File: config.mk
export PLATFORM = sky130hd
export DESIGN_NAME = cv32e40x_ex_inorder_collector
export DESIGN_NICKNAME = d
export VERILOG_FILES = /design/src/rtl/cv32e40x_ex_inorder_collector.sv
export SDC_FILE = /design/constraint.sdc
export NUM_CORES = 1
export LEC_CHECK = 0
export ABC_AREA = 1
export BUFFER_PORTS_ARGS = -buffer_cell sky130_fd_sc_hd__buf_2
export CAP_MARGIN = 20
export CORE_ASPECT_RATIO = 0.9
export CORE_UTILIZATION = 50
export CTS_BUF_LIST = sky130_fd_sc_hd__clkbuf_4
export CTS_CLUSTER_SIZE = 10
export DETAILED_ROUTE_END_ITERATION = 6
export PLACE_DENSITY_LB_ADDON = 0.1
export SYNTH_ARGS = -nofsm -noshare
export SYNTH_HDL_FRONTEND = slang
export SYNTH_SLANG_ARGS = --single-unit
File: constraint.sdc
create_clock -name clk -period 2.8 [get_ports clk]
set_clock_uncertainty 0.15 [all_clocks]
set_input_delay 0.56 -clock clk [delete_from_list [all_inputs] [get_ports clk]]
set_output_delay 0.56 -clock clk [all_outputs]
set_load 0.02 [all_outputs]
File: src/rtl/cv32e40x_ex_inorder_collector.sv
`default_nettype none
// ============================================================================
// cv32e40x_ex_inorder_collector - issues ID ops to NUM_UNITS FU channels and
// retires their results to WB strictly in program order.
// Optional: CV32E40X_EX_COLLECT_BYPASS_EN forwards a head completion to WB.
// Rev 1.0
// ============================================================================
module cv32e40x_ex_inorder_collector #(
  parameter int XLEN      = 32,
  parameter int NUM_UNITS = 4,
  parameter int DEPTH     = 4,
  parameter int ADDR_W    = 5,
  localparam int PTR_W    = $clog2(DEPTH),
  localparam int CNT_W    = PTR_W + 1
) (
  input  logic                      clk,
  input  logic                      rst_n,
  input  logic                      id_valid_i,
  output logic                      id_ready_o,
  input  logic [NUM_UNITS-1:0]      id_unit_i,
  input  logic [XLEN-1:0]           id_op_a_i,
  input  logic [XLEN-1:0]           id_op_b_i,
  input  logic                      id_rf_we_i,
  input  logic [ADDR_W-1:0]         id_rf_waddr_i,
  output logic [NUM_UNITS-1:0]      unit_valid_o,
  input  logic [NUM_UNITS-1:0]      unit_ready_i,
  output logic [XLEN-1:0]           unit_op_a_o,
  output logic [XLEN-1:0]           unit_op_b_o,
  input  logic [NUM_UNITS-1:0]      unit_rvalid_i,
  output logic [NUM_UNITS-1:0]      unit_rready_o,
  input  logic [NUM_UNITS*XLEN-1:0] unit_rdata_i,
  output logic                      unit_kill_o,
  input  logic                      kill_i,
  input  logic                      halt_i,
  output logic                      wb_valid_o,
  input  logic                      wb_ready_i,
  output logic                      wb_rf_we_o,
  output logic [ADDR_W-1:0]         wb_rf_waddr_o,
  output logic [XLEN-1:0]           wb_rf_wdata_o,
  output logic [CNT_W-1:0]          count_o,
  output logic                      empty_o
);

  logic [NUM_UNITS-1:0] ent_unit  [DEPTH];
  logic                 ent_we    [DEPTH];
  logic [ADDR_W-1:0]    ent_waddr [DEPTH];
  logic                 ent_done  [DEPTH];
  logic [XLEN-1:0]      ent_data  [DEPTH];

  logic [PTR_W-1:0] alloc_ptr, cmpl_ptr, head_ptr;
  logic [CNT_W-1:0] count;
  // pend_cnt: entries allocated but not yet passed by cmpl_ptr
  logic [CNT_W-1:0] pend_cnt;

  logic            full, blocked, unit_hit, issue;
  logic            cmpl_busy, cmpl_fire, cmpl_adv, bypass, retire;
  logic [XLEN-1:0] cmpl_data;

  // Issue side
  assign full        = (count == CNT_W'(DEPTH));
  assign blocked     = full | halt_i | kill_i;
  assign unit_hit    = (id_unit_i == '0) | (|(id_unit_i & unit_ready_i));
  assign id_ready_o  = !blocked & unit_hit;
  assign unit_valid_o = {NUM_UNITS{id_valid_i & !blocked}} & id_unit_i;
  assign unit_op_a_o = id_op_a_i;
  assign unit_op_b_o = id_op_b_i;
  assign unit_kill_o = kill_i;
  assign issue       = id_valid_i & id_ready_o;

  // Completion only listens to the unit owning the oldest not-done entry
  assign cmpl_busy     = (pend_cnt != '0);
  assign unit_rready_o = {NUM_UNITS{cmpl_busy & !ent_done[cmpl_ptr]}} & ent_unit[cmpl_ptr];
  assign cmpl_fire     = |(unit_rvalid_i & unit_rready_o);
  assign cmpl_adv      = cmpl_busy & (ent_done[cmpl_ptr] | cmpl_fire);

  always_comb begin
    cmpl_data = '0;
    for (int i = 0; i < NUM_UNITS; i++) begin
      if (unit_rready_o[i]) cmpl_data = cmpl_data | unit_rdata_i[i*XLEN +: XLEN];
    end
  end

`ifdef CV32E40X_EX_COLLECT_BYPASS_EN
  assign bypass = cmpl_fire & (cmpl_ptr == head_ptr);
`else
  assign bypass = 1'b0;
`endif

  // Retire side
  assign wb_valid_o    = !kill_i & (count != '0) & (ent_done[head_ptr] | bypass);
  assign wb_rf_we_o    = ent_we[head_ptr];
  assign wb_rf_waddr_o = ent_waddr[head_ptr];
  assign wb_rf_wdata_o = bypass ? cmpl_data : ent_data[head_ptr];
  assign retire        = wb_valid_o & wb_ready_i;
  assign count_o       = count;
  assign empty_o       = (count == '0);

  always_ff @(posedge clk or negedge rst_n) begin
    if (!rst_n) begin
      alloc_ptr <= '0;
      cmpl_ptr  <= '0;
      head_ptr  <= '0;
      count     <= '0;
      pend_cnt  <= '0;
      for (int i = 0; i < DEPTH; i++) begin
        ent_unit[i]  <= '0;
        ent_we[i]    <= 1'b0;
        ent_waddr[i] <= '0;
        ent_done[i]  <= 1'b0;
        ent_data[i]  <= '0;
      end
    end else if (kill_i) begin
      alloc_ptr <= '0;
      cmpl_ptr  <= '0;
      head_ptr  <= '0;
      count     <= '0;
      pend_cnt  <= '0;
      for (int i = 0; i < DEPTH; i++) ent_done[i] <= 1'b0;
    end else begin
      // Index conflicts are impossible: issue never targets a live slot, and
      // a completing entry is never done so it cannot be retiring from storage.
      if (issue) begin
        ent_unit[alloc_ptr]  <= id_unit_i;
        ent_we[alloc_ptr]    <= id_rf_we_i;
        ent_waddr[alloc_ptr] <= id_rf_waddr_i;
        ent_done[alloc_ptr]  <= (id_unit_i == '0);
        ent_data[alloc_ptr]  <= '0;
        alloc_ptr            <= alloc_ptr + PTR_W'(1);
      end
      if (cmpl_fire && !(bypass && wb_ready_i)) begin
        ent_data[cmpl_ptr] <= cmpl_data;
        ent_done[cmpl_ptr] <= 1'b1;
      end
      if (retire) begin
        ent_done[head_ptr] <= 1'b0;
        head_ptr           <= head_ptr + PTR_W'(1);
      end
      if (cmpl_adv) cmpl_ptr <= cmpl_ptr + PTR_W'(1);
      count    <= count + CNT_W'(issue) - CNT_W'(retire);
      pend_cnt <= pend_cnt + CNT_W'(issue) - CNT_W'(cmpl_adv);
    end
  end

endmodule
`default_nettype wire

==> metrics.cfg <==
[power_and_ir_drop]
power_density_nw_per_um2 = 800
irDropWorstVdd_uv = 635
p_leak_nw = 7.99

[sta]
finalSetupViolCount = 0
hold_slack_ps = 112
tightest_slew_ps = 948
fmaxAchievable_ghz = 0.364
slew_violations = 0
finalCritPeriodShare_pct = 98.2
rsz0062_at_grt = true
hold_viol = 0
fin_crit_ps = 2750
tns_ps = 0
slew_headroom_pct = 36.8

[global_routing]
grt_usage_pct = 34.2
grt_pass1_vias = 12400
grt-ovfl-total = 0
grt_max_degree = 97
grt_antenna_before_repair = 1
grt_first_pass_wirelength_um = 69200

[synth]
yosysTopAreaCellShare_pct = 36.8
syn_nets = 2107
synth-xor-area-share_pct = 0.0699
synth-edff-count = 0
ys_seq_area_share_pct = 36.8
synth_top_family_by_area = simple AND/OR/NAND/NOR gates
synth-seq-cells = 184
muxShareOfSynthArea_pct = 0
syn_area_sq_um = 12500
syn-instance-count = 1873
synthSimpleGateAreaFrac_pct = 42.2
synth_top_cell_by_area = dfrtp_1
async_flop_share_pct = 100
synthAdderAreaFrac_pct = 1.92
synth_warnings = 0
synth.area.top_cells = dfrtp_1 37%, nand2_1 20%, nand3_1 11%, nand4_1 6.7%, o21ai_0 4.9%
ys_types = 27
synth_compound_area_share_pct = 7.60
ys.flop_type = dfrtp_1
syn_area_per_cell_sq_um = 6.69

[die]
die_h_um = 152
die_area_sq_um = 25700
core_area_sq_um = 24400
start_util_pct = 51.4
ios = 333
num_rows = 54
die_width_um = 169

[layout]
nNetsFinal = 2192
fillers = 2341
syn_to_final_growth_pct = 15.1
ff_latch_area_sq_um = 4610
final_common_cell = nand2_1
fin_util_pct = 59.1
multi_input_area_sq_um = 6620
final_cell_area_sq_um = 14400
mostFrequentLayoutCells = 666 x nand2_1, 268 x nand3_1, 201 x buf_2
drive_above_1_share_pct = 18.7

[critical_path]
cp_cell_sequence = buf_4, buf_16, o21ai_0, o22ai_1, buf_2
critPathSlowestCell = dfrtp_2
critical_path_required_ps = 2090
cp.arrival_ps = 2040
path_class = flip-flop to primary output
critical_path.max_fanout = 20
startpoint_type = flip-flop
endpoint_kind = primary output
critical_path.max_stage_delay_ps = 490

[detailed_routing]
wirelength_um = 46200
drt_drc_violations_left = 0
drt_iter0_drc = 1650
antenna_left = 0
wl_met1_um = 18800
routed-wl-met3_um = 4590
wl_per_cell_um = 20.0
highest_layer = met4
num_vias = 13700
firstDrtPassIters = 6
routed_via_density = 5.95
dr_wl_met2_um = 21300

[cts]
root_buffer = clkbuf_4
clock_sinks = 184
h-tree-depth = 4
cts_tree = done
clk_pin_slew_ps = 170
cts_made_buffers = 17
clk_latency_ps = 590
clk_path_buf_depth = 2

[place]
place.gp.congestion = 0.896
dpl_cell_area_sq_um = 13400
io_buffers = 204
hpwlAfterDp_um = 26700

[min_path]
hp-class = primary input to flip-flop

[outcome]
status = finished clean

[job]
maxCapViolations = 0

==> cells by family after synthesis <==
| group | after synthesis |
|---|---|
| simple gates | 1217 |
| buf+inv | 276 |
| flops | 184 |
| compound gates | 177 |
| fa+ha+maj | 18 |
| xor+xnor | 1 |
==> critical path: cells and delay by family, from the launching register on <==
family / cells / cell delay (ps)
buf+inv: 3 / 560
flops: 1 / 490
compound gates: 2 / 390
==> synthesized netlist by cell type, types with 2 or more instances <==
master and count:
fa_1 2, nand3_1 274, buf_6 13, a31oi_1 3, nand2_1 674, nor2_1 120, nand2_2 3, inv_1 42
nor2_2 3, a21oi_1 9, and3_1 5, dfrtp_1 184, buf_2 33, o21ai_2 4, clkbuf_1 87, nand4_1 135
o22ai_1 38, ha_1 16, buf_4 70, o21ai_0 123, inv_2 6, buf_1 24
==> flip-flops by register name, summed over array words and instances, names as in the netlist <==
name       count
pend_cnt       3
ent_done       4
alloc_ptr      2
ent_data     128
ent_unit      16
head_ptr       2
cmpl_ptr       2
count_o        3
ent_we         4
ent_waddr     20
==> repair_timing <==
item / in CTS / in global routing
cloned: 4 / 9
hold buffers: 1 / 0
setup endpoints to repair: 25 / 44
setup buffers: 1 / 12
resized for setup: 22 / 40
hold endpoints to repair: 43 / 0
pin swaps: 1 / 11
==> stage by stage <==
step                power, mW  worst slack, ps  std cells
floorplan                7.49            -4.33       1873
global placement         8.83             97.3       2249
detailed placement       8.96            -16.4       2249
CTS                      11.0            -10.0       2286
global route             12.3            -71.3       2307
finish                   11.5             50.7       2307
==> per-layer routing <==
layer / global-route usage [%] / vias to the layer above
met1: 47.9 / 6503
met3: 6.08 / 107
li1: - / 6334
met2: 53.0 / 776
met5: 0 / -
met4: 11.8 / 0
==> power breakdown <==
group          total (mW)  switching, mW  internal, mW  leakage, nW
sequential           3.65          0.428          3.22         2.49
combinational        6.10           4.04          2.06         5.32
clock                1.78           1.04         0.731        0.181
total                11.5           5.51          6.02         7.99
==> path summary, 6_finish.rpt <==
| kind | startpoint | to | slack [ps] | cells past startpoint |
|---|---|---|---|---|
| worst max-delay path | head_ptr[0] | wb_rf_wdata_o[27] | 50 | 5 |
| worst min-delay path | id_rf_waddr_i[3] | ent_waddr[18] | 110 | 3 |
| worst max register to register | cmpl_ptr[0] | pend_cnt[1] | 70 | 16 |
| worst min register to register | ent_waddr[11] | ent_waddr[11] | 360 | 2 |
| max in group asynchronous | rst_n | cmpl_ptr[1] | 1490 | 3 |
| min in group asynchronous | rst_n | ent_waddr[1] | 290 | 2 |
==> area by class of cell <==
| class | instances | area share (%) |
|---|---|---|
| well taps | 336 | 2.92 |
| flip-flops and latches | 184 | 32.0 |
| diodes | 1 | 0.0174 |
| multi-input cells | 1413 | 45.9 |
| inverters | 49 | 1.38 |
| clock inverters | 14 | 1.43 |
| repair buffers | 293 | 15.5 |
| clock buffers | 17 | 0.885 |
No activity file was read; power rests on OpenSTA's default activity.
